### config.mk
export PLATFORM = sky130hd
export DESIGN_NAME = uart_receiver
export DESIGN_NICKNAME = d
export VERILOG_FILES = /design/src/rtl/uart_pkg.sv /design/src/rtl/uart_sync.sv /design/src/rtl/uart_receiver.sv
export SDC_FILE = /design/constraint.sdc
export NUM_CORES = 1
export LEC_CHECK = 0
export ABC_AREA = 0
export BUFFER_PORTS_ARGS = -buffer_cell sky130_fd_sc_hd__buf_2
export CORE_AREA = 10 10 52 84
export DETAILED_ROUTE_END_ITERATION = 16
export DIE_AREA = 0 0 62 94
export HOLD_SLACK_MARGIN = 0.02
export PLACE_DENSITY = 0.72
export SETUP_SLACK_MARGIN = 0.2
export SYNTH_ARGS = -nofsm -noshare
export SYNTH_HDL_FRONTEND = slang
export SYNTH_HIERARCHICAL = 1
export SYNTH_SLANG_ARGS = --single-unit
### constraint.sdc
create_clock -name clk -period 2.4 [get_ports clk]
set_input_delay 0.12 -clock clk [delete_from_list [all_inputs] [get_ports clk]]
set_output_delay 0.12 -clock clk [all_outputs]
set_load 0.02 [all_outputs]
### src/rtl/uart_pkg.sv
// uart_pkg: shared UART types, constants and helpers for the receiver and the future transmitter
package uart_pkg;
  typedef enum logic [1:0] {IDLE, START, DATA, STOP} state_t;
  localparam logic UART_IDLE_LEVEL = 1'b1;
  localparam int DEFAULT_DATA_BITS = 8;
  function automatic int clks_per_bit(input int clk_freq, input int baud);
    return clk_freq / baud;
  endfunction
endpackage

### src/rtl/uart_sync.sv
// uart_sync: two-flop synchroniser for an asynchronous input, with a selectable reset level
module uart_sync #(
  parameter logic RST_VAL = 1'b1
) (
  input  logic clk,
  input  logic rst,
  input  logic d,
  output logic q
);
  logic meta;
  always_ff @(posedge clk)
    if (rst) {q, meta} <= {RST_VAL, RST_VAL};
    else {q, meta} <= {meta, d};
endmodule

### src/rtl/uart_receiver.sv
// uart_receiver: 8N1 serial-to-parallel receiver with mid-bit sampling and one-cycle valid/error strobes
module uart_receiver
  import uart_pkg::*;
#(
  parameter int CLK_FREQ  = 50000000,
  parameter int BAUD      = 115200,
  parameter int DATA_BITS = DEFAULT_DATA_BITS
) (
  input  logic                 clk,
  input  logic                 rst,
  input  logic                 uart_rx,
  output logic [DATA_BITS-1:0] rx_data,
  output logic                 rx_valid,
  output logic                 rx_frame_err,
  output logic                 rx_busy
);
  localparam int CPB = clks_per_bit(CLK_FREQ, BAUD);
  localparam int CW  = $clog2(CPB);
  localparam int IW  = DATA_BITS > 1 ? $clog2(DATA_BITS) : 1;

  generate
    if (CPB < 8) begin : g_bad_baud
      $error("uart_receiver: CLK_FREQ/BAUD must be at least 8");
    end
  endgenerate

  state_t               state, state_next;
  logic                 rx_s, rx_prev, tick, stop_ok, stop_bad;
  logic [CW-1:0]        baud_cnt, term;
  logic [IW-1:0]        bit_idx;
  logic [DATA_BITS-1:0] shift;

  uart_sync #(.RST_VAL(UART_IDLE_LEVEL)) u_sync (
    .clk (clk),
    .rst (rst),
    .d   (uart_rx),
    .q   (rx_s)
  );

  always_ff @(posedge clk)
    if (rst) state <= IDLE;
    else state <= state_next;

  always_comb begin
    state_next = state;
    case (state)
      IDLE:    state_next = (rx_prev && !rx_s) ? START : IDLE;
      START:   if (tick) state_next = rx_s ? IDLE : DATA;
      DATA:    if (tick && bit_idx == IW'(DATA_BITS - 1)) state_next = STOP;
      STOP:    if (tick) state_next = IDLE;
      default: state_next = IDLE;
    endcase
  end

  // The start bit is sampled after half a bit so every later sample lands mid-bit
  always_comb begin
    term     = state == START ? CW'(CPB / 2 - 1) : CW'(CPB - 1);
    tick     = state != IDLE && baud_cnt == term;
    stop_ok  = tick && state == STOP && rx_s;
    stop_bad = tick && state == STOP && !rx_s;
    rx_busy  = state != IDLE;
  end

  always_ff @(posedge clk)
    if (rst) begin
      rx_prev      <= UART_IDLE_LEVEL;
      baud_cnt     <= '0;
      bit_idx      <= '0;
      shift        <= '0;
      rx_data      <= '0;
      rx_valid     <= 1'b0;
      rx_frame_err <= 1'b0;
    end else begin
      rx_prev      <= rx_s;
      baud_cnt     <= (state == IDLE || tick || state_next != state) ? '0 : baud_cnt + 1'b1;
      bit_idx      <= state != DATA ? '0 : tick ? bit_idx + 1'b1 : bit_idx;
      if (tick && state == DATA) shift[bit_idx] <= rx_s;
      if (stop_ok) rx_data <= shift;
      rx_valid     <= stop_ok;
      rx_frame_err <= stop_bad;
    end
endmodule

### After elaboration in Yosys (flattened, before gate mapping)

Cells that the tools add are included.

| storage, ports and cells | value |
|---|---|
| register bits | 35 |
| logic and storage cells | 46 |
| output and inout port bits | 11 |

| operators by class | value |
|---|---|
| order comparisons | 2 |
| muxes and demuxes | 10 |
| add/sub/neg operators | 2 |
| reductions and logical operators | 15 |
| equality and inequality tests | 7 |

Operators with widths:

| kind | number |
|---|---|
| $add 9x1->9 const B | 1 |
| $eq 9x9->1 | 1 |
| $mux 9 | 1 |
| $bwmux 8 | 1 |
| $logic_and 1x1->1 | 8 |
| $mux 2 | 4 |
| $pmux 2 s4 | 1 |
| $eq 2x2->1 const B | 2 |
| $lt 3x4->1 const B | 1 |
| $reduce_or 2->1 | 2 |
| $add 3x1->3 const B | 1 |
| $demux 1 s3 | 1 |
| $eq 3x3->1 const B | 1 |
| $ge 3x1->1 const B | 1 |
| $eq 2x1->1 const B | 1 |
| $logic_not 2->1 | 1 |
| $logic_or 1x1->1 | 2 |
| $mux 1 | 2 |
| $ne 2x2->1 | 1 |
| $ne 2x2->1 const B | 1 |
| $reduce_bool 2->1 | 1 |
| $logic_not 1->1 | 1 |

### Depth between registers and ports, before layout

Gate-level depths: netlist of the first run.

| depth | value |
|---|---|
| depth in word-level cells | 10 |
| mapped depth | 7 |
| gate-level depth less buffers | 5 |

### By module

Netlist of the first run, hierarchy kept.

By module, submodules not included:

| module | cells an instance | area an instance (µm²) | instances | seq. area each (µm²) |
|---|---|---|---|---|
| uart_receiver | 161 | 1,520.2 | 1 | 660.6 |
| uart_sync | 4 | 52.6 | 1 | 40.0 |

### Worst setup path before layout of the first run

No wires, ideal clock.

| timing path | value |
|---|---|
| kind | reg2reg |
| start | register state[0] |
| end | register state[1] |
| data arrival time | 1.470 ns |
| data required time | 2.279 ns |
| cell stages (with the launch flop) | 7 |
| period minus slack after synthesis | 1.591 ns |
| library setup time | 0.121 ns |
| path slack | 0.809 ns |
| path through | dfxtp_1 buf_4 nand4bb_1 or3_1 buf_6 a21o_1 mux2_4 |

| on the way | value |
|---|---|
| cells in the longest elaborated chain, start to end | 7 |
| elaborated cells on any way between the ends | 13 |

Ends and longest elaborated chain:

| what | line | text |
|---|---|---|
| from (decl) | uart_receiver.sv:27 | `state_t state, state_next;` |
| from (signal assigned) | uart_receiver.sv:42 | `else state <= state_next;` |
| $eq 2x1->1 | uart_receiver.sv:46, uart_receiver.sv:57 |  |
| $mux 9 | uart_receiver.sv:57 | `term = state == START ? CW'(CPB / 2 - 1) : CW'(CPB - 1);` |
| $eq 9x9->1 | uart_receiver.sv:58 | `tick = state != IDLE && baud_cnt == term;` |
| $logic_and 1x1->1 | uart_receiver.sv:58 |  |
| $logic_and 1x1->1 | uart_receiver.sv:49 | `DATA: if (tick && bit_idx == IW'(DATA_BITS - 1)) state_next = STOP;` |
| $mux 2 | uart_receiver.sv:49 |  |
| $pmux 2 s4 (*) | uart_receiver.sv:46 | `case (state)` |

Mark *: on every way between the ends. The rest lies on a longest branch, timed or not.
A chain may end at the register's enable or synchronous reset.

### Worst setup path in the final report of the first run

| timing path | value |
|---|---|
| start | register state[1] |
| end | register rx_data[7] |

| on the way | value |
|---|---|
| cells in the longest elaborated chain, start to end | 6 |
| elaborated cells on any way between the ends | 8 |

Ends and longest elaborated chain:

| what | line | text |
|---|---|---|
| $eq 2x1->1 | uart_receiver.sv:57 |  |
| $mux 9 | uart_receiver.sv:57 |  |
| $eq 9x9->1 | uart_receiver.sv:58 |  |
| $logic_and 1x1->1 | uart_receiver.sv:58 |  |
| $logic_and 1x1->1 (*) (2 in series) | uart_receiver.sv:59 | `stop_ok = tick && state == STOP && rx_s;` |
| to (signal assigned) | uart_receiver.sv:78 | `if (stop_ok) rx_data <= shift;` |
| to (decl) | uart_receiver.sv:12 | `output logic [DATA_BITS-1:0] rx_data,` |

Marked as above.

==> results of run 1 <==
[worst register-to-register path, delay by kind of cell, from the launching register on]
family	cells	cell delay [ns]
multiplexers	1	0.26
AO/OA/AOI/OAI	1	0.43
flip-flops	1	0.40
AND/OR/NAND/NOR	2	0.74
[per-layer routing]
layer  wire, um  vias up  GRT usage, %
met1       1160      557          12.2
met3        154        7          3.52
met2       1600       28          20.0
li1           -      602             -
met5          0        -             0
met4         80        0          6.18
[cell families after synthesis]
group	after synthesis	synth area share, %
adders and majority gates	3	2.39
DFF	35	44.6
muxes	20	13.0
buffers and inverters	8	2.94
AOI/OAI and AO/OA	14	7.32
and+or+nand+nor	78	25.9
xor gates and xnor gates	7	3.90
[synth_stat cells]
cell,number,area share [%]
dfxtp_1,35,45
nor2_1,5,1.2
a21o_1,2,0.95
o211a_1,1,0.64
mux2i_1,19,12
buf_4,2,0.95
nand2b_1,3,1.2
nand2_1,29,6.9
nor2b_1,4,1.6
inv_1,1,0.24
mux2_4,1,0.95
nor3b_1,4,1.9
nand4bb_1,1,0.72
a21oi_4,2,2.1
and2_1,2,0.80
nand4_2,1,0.80
ha_1,3,2.4
a211oi_1,5,2.4
and4bb_1,1,0.80
xor2_1,2,1.1
buf_2,1,0.32
or3_1,1,0.40
nor3_1,11,3.5
or2_2,2,0.80
clkbuf_1,3,0.72
or4b_1,1,0.64
xnor2_1,5,2.8
or2_1,2,0.80
nand3_1,7,2.2
and2_0,1,0.40
buf_6,1,0.72
nand4_1,3,1.2
a21oi_1,4,1.3
[power groups by stage]
stage	logic (mW)	clock network [mW]	registers, mW
floorplan	0.0178	0	0.599
global placement	0.0219	0	0.601
detailed placement	0.0225	0	0.602
global route	0.0268	0.489	0.589
CTS	0.0240	0.465	0.588
finish	0.0235	0.452	0.589
[repair_timing]
item,4_1_cts,5_1_grt
endpoints found under the hold margin,1,0
buffers inserted,0,0
hold buffers,1,0
[registers in the layout, indices dropped and copies added (netlist names)]
| name | cells |
|---|---|
| u_sync/meta | 1 |
| u_sync/q | 1 |
| shift | 8 |
| rx_valid | 1 |
| rx_data | 8 |
| state | 2 |
| rx_prev | 1 |
| bit_idx | 3 |
| rx_frame_err | 1 |
| baud_cnt | 9 |
[cell type report]
type | count | area [um^2]
flip-flops and latches | 35 | 701
inverters | 1 | 3.75
fillers | 270 | 1190
clock buffers | 8 | 100
repair buffers | 15 | 82.6
well taps | 42 | 52.6
multi-input cells | 122 | 826
[worst paths after layout]
kind                           from                 endpoint  cells past startpoint
max             state[1]$_SDFF_PP0_  rx_data[7]$_SDFFE_PP0P_                      4
min                             rst      u_sync/q$_SDFF_PP1_                      2
max reg2reg     state[1]$_SDFF_PP0_  rx_data[7]$_SDFFE_PP0P_                      4
min reg2reg  u_sync/meta$_SDFF_PP1_      u_sync/q$_SDFF_PP1_                      1
==> impl_results.md, run 1 <==
* Final WL at 3.00 mm
* PD cells at 602 mW/mm^2
* Antenna violation net count after detailed routing at 0
* Worst-Margin Slew at 0.390 ns
* ANT cells at 0
* Switching power at 0.209 mW
* Dpl hpwl at 2.29 mm
* CTS tree: yes
* Fin crit share at 79.2%
* Pre-CTS setup slack at a little over 0.5 ns
* Initial drt markers at 31
* Post-synthesis sequential area ratio at 44.6%
* H-tree depth at 2
* Slew headroom at 73.9%
* Sum of negative setup slack at 0 ns
* Clock Pin Slew Worst Setup and Hold Paths at 0.06 ns
* Largest net degree at the start of global routing at 22
* Startpoint types: flop
* Finished Layout Cells at between 200 and 250
* Post-layout nets at 186
* Worst Path Max Fanout at 11
* Int Power at 0.855 mW
* FMAX at 526 MHz
* Hold WS at between 0.08 and 0.09 ns
* Routed via count at between 1000 and 1500
* VDD IR max at around 0.7 mV
* Cells after DPL at 214
* Placed Instance Area at around 0.0017 mm^2
* Vias in the first global route at ~1200
* Buf/Inv on CP at 0
* Final Util at between 50 and 60%
* Post-DR wirelength/cell at 13.5 um
* Share of total power in combinational logic at 2.2%
* Final hold vios at 0
* Clock root buffer: clkbuf_8
* Clock network power share at a little over two fifths
* Crit path kind: reg2reg
* Clock sinks at 35
* Leakage power at 0.608 nW
* # port buffers at 13
* Max Cap Viol at 0
* Critical path's largest stage delay at slightly above 0.5 ns
* Skew-Pair Late Insertion Delay at between 0.2 and 0.3 ns
* Kind of cell adding the most delay to the critical path: simple AND/OR/NAND/NOR gates
* Synthesized flop and latch total at 35
* Synth Cell Area at 0.00157 mm^2
* First-pass GRT wire length at 5.30 mm
* Antenna violations before repair at 0
* Run status: finished, final reports clean
* FP Rows at 26
* Setup violators final at 0
* CP Data Arrival Time at 2.10 ns
* Post-layout power at between 1 and 1.5 mW
* Gate Count Post-Synth at 165
* Netlist cell types at 33
* Routability cong. at 0.745
* Flop pwr share at 55.3%
* Syn. warnings at 6
* IO Count at 14
* Crit end category: flop
* R2R setup slack at 0.50 ns
* Initial Util at 53.1%
* Remaining DRCs at 0
* Core Area at 0.00296 mm^2
* TritonCTS buffer count at 5
* Min cycle time layout at 1.90 ns
* Layout area overhead at 12.3%
* Worst-path cell chain: nand4bb_1 > or3_1 > a21oi_4 > mux2i_1
* Die X at 62 um
* Grt total ovfl at 0
* CTS max path bufs at 2
* Most frequent cells in the layout: 35 x dfxtp_1, 29 x nand2_1, 19 x mux2i_1, 13 x buf_2, 11 x nor3_1
* Worst Skew at about 0.0029 ns
* Syn nets at 171
* Tightest Hold Check Type: in2reg
* RSZ-0062 raised after global routing: no
* CP max stage cell: or3_1
* Critical path required time at 2.60 ns
* Die ar. at 0.00583 mm^2
* Fin area at 0.00177 mm^2
* GR Util All Layers at 11.8%
* Commonest non-fill, non-tap cell in the layout: dfxtp_1
* Post_cts resized at 0
* Slew Viols, Final at 0
* Die height at between 90 and 100 um
* Mapped Avg Cell Area at 9.53 um^2
* Switching share of power at just under 20%
* Final WS setup at 0.500 ns
* DR vias/cell at 5.35
* 1st-pass router iterations at 4
* Layout cells sized above 1 at 14.9%
Power figures use the tool's default switching activity.
==> inputs of run 2 (changes only) <==
- CORE_AREA: 10 10 52 84 -> 10 10 53 86
- DIE_AREA: 0 0 62 94 -> 0 0 63 96
- clock period: 2.4 -> 1.6 ns (I/O delays scaled with it)
==> run 2 against run 1 <==
Cell count rose by 7.2%. Die area rose by 3.8%. Power rose by 46%. Critical endpoint is now state[1]$_SDFF_PP0_.
==> impl_results.md, run 2 (synthesis gave the netlist of run 1 again) <==
* VDD IR max at about 0.61 mV
* Final WS setup at a little over 0.008 ns
* Core Area at roughly 0.0031 mm^2
* Most flop-heavy register: baud_cnt
* Pre-CTS setup slack at -0.0874 ns
* Antenna violation net count after detailed routing at 0
* Post-DR wirelength/cell at 14.9 um
* Antenna violations before repair at 0
* CTS tree: yes
* Routability cong. at 0.832
* Run status: finished, final reports clean
* Top flop regs: baud_cnt x9, rx_data x8, shift x8
* Min cycle time layout at 1.59 ns
* Initial drt markers at between 40 and 50
* # port buffers at 13
* PD cells at 772 mW/mm^2
* Initial Util at 50.1%
* Remaining DRCs at 0
* FMAX at 628 MHz
* FP Rows at 27
* Die height at 96 um
* Largest net degree at the start of global routing at 14
* Tightest Hold Check Type: in2reg
* Routed via count at 1297
* Die X at 63 um
* Final hold vios at 0
* DR vias/cell at 5.43
* Fin crit share at around 99%
* Final WL at 3.57 mm
* Max Cap Viol at 0
* Worst Skew at 0.00725 ns
* Largest register FFs at 9
* Die ar. at roughly 0.0060 mm^2
* Skew-Pair Late Insertion Delay at 0.29 ns
* First-pass GRT wire length at 6.02 mm
* Clock sinks at 35
* TritonCTS buffer count at 5
* Worst-Margin Slew at ~0.37 ns
* Switching power at roughly 0.36 mW
* GR Util All Layers at approximately an eighth
* Slew headroom at 75.3%
* ANT cells at 0
* Setup violators final at 0
* Commonest non-fill, non-tap cell in the layout: dfxtp_1
* Int Power at 1.20 mW
* Layout area overhead at 28.0%
* Post-layout nets at 201
* Critical path required time at 1.78 ns
* Clock network power share at 40.3%
* Clock Pin Slew Worst Setup and Hold Paths at 0.07 ns
* 1st-pass router iterations at 4
* Leakage power at around 0.69 nW
* RSZ-0062 raised after global routing: yes
* Layout cells sized above 1 at roughly 33%
* Grt total ovfl at 0
* Flop pwr share at 56.7%
* Share of total power in combinational logic at 3.0%
* Worst Path Max Fanout at 8
* IO Count at 14
* Final Util at between 60 and 70%
* Dpl hpwl at 2.69 mm
* CP Data Arrival Time at 1.77 ns
* Crit end category: flop
* Startpoint types: flop
* CTS max path bufs at 2
* Slew Viols, Final at 0
* Switching share of power at 22.9%
* H-tree depth at 2
* Clock root buffer: clkbuf_8
* Vias in the first global route at 1360
* Crit path kind: reg2reg
* Most frequent cells in the layout: 33 x dfxtp_1, 29 x nand2_1, 18 x mux2i_1, 13 x buf_2, 11 x buf_4
==> run 2: through the flow <==
stage / power [mW] / hold slack, ns / area [um^2] / TNS (ns) / cells
floorplan: 0.928 / 0.177 / 1630 / 0 / 165
global placement: 0.942 / 0.260 / 1830 / -0.0898 / 229
detailed placement: 0.943 / 0.268 / 1830 / -0.745 / 229
CTS: 1.57 / 0.0253 / 1960 / 0 / 239
global route: 1.61 / 0.0406 / 2010 / -0.345 / 239
finish: 1.55 / 0.0375 / 2010 / 0 / 239
==> run 2: power by group through the flow <==
stage	clock (mW)	sequential [mW]	combinational [mW]
6_report	0.626	0.881	0.0468
5_1_grt	0.676	0.881	0.0518
3_5_place_dp	0	0.900	0.0434
2_1_floorplan	0	0.899	0.0289
4_1_cts	0.644	0.880	0.0455
3_3_place_gp	0	0.899	0.0427
==> run 2: layout make-up <==
type                       instances  area [um^2]
tap                               43         53.8
clock inverter                     2         12.5
multi-input combinational        122          945
timing repair buffer              30          223
clock buffer                       6         72.6
fill                             262         1130
inverter                           1         3.75
sequential                        35          703
==> run 2: worst paths after layout <==
check                               from                   to  slack [ns]  cells past startpoint
setup / recovery  baud_cnt[0]$_SDFF_PP0_  state[1]$_SDFF_PP0_       0.008                      4
hold / removal                       rst  u_sync/q$_SDFF_PP1_        0.04                      2
setup reg to reg  baud_cnt[0]$_SDFF_PP0_  state[1]$_SDFF_PP0_       0.008                      4
hold reg to reg   u_sync/meta$_SDFF_PP1_  u_sync/q$_SDFF_PP1_        0.41                      1
==> run 2: routing by layer <==
layer | GRT usage [%] | part of all wire [%]
met1 | 10.8 | 36
met2 | 25.2 | 59
met3 | 3.37 | 3.3
met4 | 6.37 | 1.8
met5 | 0 | 0
==> run 2: what timing repair did <==
action	CTS	global route
setup endpoints to repair	32	32
setup buffers	1	0
cloned	0	0
hold buffers	1	0
gates resized for setup	9	8
pin swaps	3	4
hold endpoints to repair	1	0
==> run 2: critical path: stages, from the launching register on <==
cell and delay [ns]:
dfxtp_2 0.33, nand4bb_4 0.21, or3_4 0.42, a21o_1 0.22, mux2_4 0.30
==> inputs of run 3 (changes only) <==
- CORE_AREA: 10 10 53 86 -> 10 10 56 92
- DIE_AREA: 0 0 63 96 -> 0 0 66 102
- PLACE_DENSITY: 0.72 -> unset
- SLEW_MARGIN: unset -> 20
==> run 3 against run 2 <==
Maximum frequency fell by 0.21%. Core utilization fell by 5.7 points. Power rose by 21%. Wire length fell by 2.4%. Die area rose by 11%. Largest cell class unchanged.
==> impl_results.md, run 3 (synthesis gave the netlist of run 1 again) <==
* Layout area overhead at 33.4%
* Grt total ovfl at 0
* FP Rows at 29
* VDD IR max at 0.797 mV
* Largest register FFs at 9
* 1st-pass router iterations at 4
* Worst Path Max Fanout at 7
* Kind of cell adding the most delay to the critical path: simple AND/OR/NAND/NOR gates
* FMAX at 627 MHz
* Leakage power at 0.731 nW
* Worst r2r dst: bit_idx[1]$_SDFFE_PP0P_
* Critical path required time at 1.82 ns
* Most frequent cells in the layout: 32 x dfxtp_1, 29 x nand2_1, 19 x mux2i_1, 14 x buf_4, 13 x buf_2
* Cells after DPL at between 200 and 250
* H-tree depth at 2
* Sum of negative setup slack at 0 ns
* Finished Layout Cells at 245
* Top flop regs: baud_cnt x9, rx_data x8, shift x8
* Skew-Pair Late Insertion Delay at 0.29 ns
* Slew headroom at 82.5%
* Clock Pin Slew Worst Setup and Hold Paths at 0.07 ns
* DR vias/cell at 5.22
* Crit path kind: reg2reg
* Run status: finished, final reports clean
* Critical path's largest stage delay at ~0.35 ns
* GR Util All Layers at 11.1%
* Final hold vios at 0
* Initial drt markers at 36
* Worst Skew at 0.00674 ns
* CP Data Arrival Time at 1.81 ns
* Largest net degree at the start of global routing at 15
* CTS tree: yes
* Routability cong. at 0.775
* Post-DR wirelength/cell at 14.2 um
* # port buffers at 13
* Core Area at 0.00359 mm^2
* Post-layout nets at around 200
* Slew Viols, Final at 0
* First-pass GRT wire length at 5.91 mm
* IO Count at 14
* Dpl hpwl at 2.64 mm
* Crit path from: baud_cnt[0]$_SDFF_PP0_
* Die height at 102 um
* Die ar. at roughly 0.0067 mm^2
* Layout cells sized above 1 at 35.2%
* ANT cells at 0
* Crit end category: flop
* Clock sinks at 35
* Hold WS at 0.0463 ns
* Worst-path cell chain: nand4bb_4 > or3_4 > buf_6 > a21oi_4 > buf_6 > mux2i_1
* Max Cap Viol at 0
* Final WS setup at 0.00489 ns
* Pre-CTS setup slack at -0.105 ns
* Die X at 66 um
* CTS max path bufs at 2
* End of the critical path: bit_idx[1]$_SDFFE_PP0P_
* CP Depth at 6
* Placed Instance Area at 0.00184 mm^2
* Post-layout power at 1.88 mW
* Clock root buffer: clkbuf_8
* Worst-Margin Slew at 0.263 ns
* Final Util at 58.4%
* Fillers at 318
* Seq. cell area at a little over 700 um^2
* Initial Util at 43.8%
* Commonest non-fill, non-tap cell in the layout: dfxtp_1
* Antenna violation net count after detailed routing at 0
* Most flop-heavy register: baud_cnt
* Final WL at around 3.5 mm
* Min cycle time layout at approximately 1.6 ns
* Most frequent cell on the critical path: buf_6
* Fin area at roughly 0.0021 mm^2
* Setup violators final at 0
* Routed via count at about 1300
* Worst-case reg-to-reg path depth at 6
* Tightest Hold Check Type: in2reg
* Area of the multi-input gates at 951 um^2
* CP max stage cell: or3_4
* Vias in the first global route at approximately 1300
* PD cells at 895 mW/mm^2
* RSZ-0062 raised after global routing: yes
* Remaining DRCs at 0
* Buf/Inv on CP at 2
* Reg-to-reg startpoint: baud_cnt[0]$_SDFF_PP0_
* Fin crit share at 99.7%
* R2R setup slack at ~0.005 ns
* TritonCTS buffer count at 5
* Antenna violations before repair at 0
* Startpoint types: flop
[run 3: worst register-to-register path: stages (launching register included)]
cell and delay [ns]:
dfxtp_2 0.33, nand4bb_4 0.22, or3_4 0.35, buf_6 0.16, a21oi_4 0.15, buf_6 0.14, mux2i_1 0.18
[run 3: what timing repair did]
| item | 4_1_cts | 5_1_grt |
|---|---|---|
| pin swaps | 5 | 1 |
| endpoints found under the setup margin | 31 | 32 |
| hold buffers | 1 | 0 |
| gates resized for setup | 15 | 3 |
| endpoints found under the hold margin | 1 | 0 |
| buffers inserted | 1 | 1 |
[run 3: how the worst min path moves through the flow]
| stage | from | endpoint | depth (start not counted) |
|---|---|---|---|
| global route | rst | u_sync/q$_SDFF_PP1_ | 2 |
| detailed placement | uart_rx | u_sync/meta$_SDFF_PP1_ | 2 |
| CTS | rst | rx_prev$_SDFF_PP1_ | 2 |
| finish | rst | u_sync/q$_SDFF_PP1_ | 2 |
| global placement | uart_rx | u_sync/meta$_SDFF_PP1_ | 2 |
| floorplan | uart_rx | u_sync/meta$_SDFF_PP1_ | 1 |
[run 3: where the power goes]
group	leakage [nW]	total [mW]	switching (mW)	internal [mW]
registers	0.284	0.880	0.00420	0.876
clock network	0.0644	0.952	0.330	0.621
logic	0.383	0.0462	0.0274	0.0188
total	0.731	1.88	0.362	1.52
[run 3: area by class of cell]
cell class	count	share of cell area (%)
Timing Repair Buffer	33	11.7
Clock inverter	3	3.22
Multi-Input combinational cell	122	45.3
Tap cell	46	2.74
Inverter	1	0.179
Sequential cell	35	33.6
Clock buffer	5	3.28
[run 3: routing by layer]
| metal | GRT usage, % | vias up | part of all wire, % |
|---|---|---|---|
| met1 | 10.5 | 605 | 39 |
| met2 | 20.8 | 24 | 55 |
| li1 | - | 637 | - |
| met4 | 5.35 | 0 | 3.3 |
| met3 | 3.50 | 12 | 2.5 |
| met5 | 0 | - | 0 |
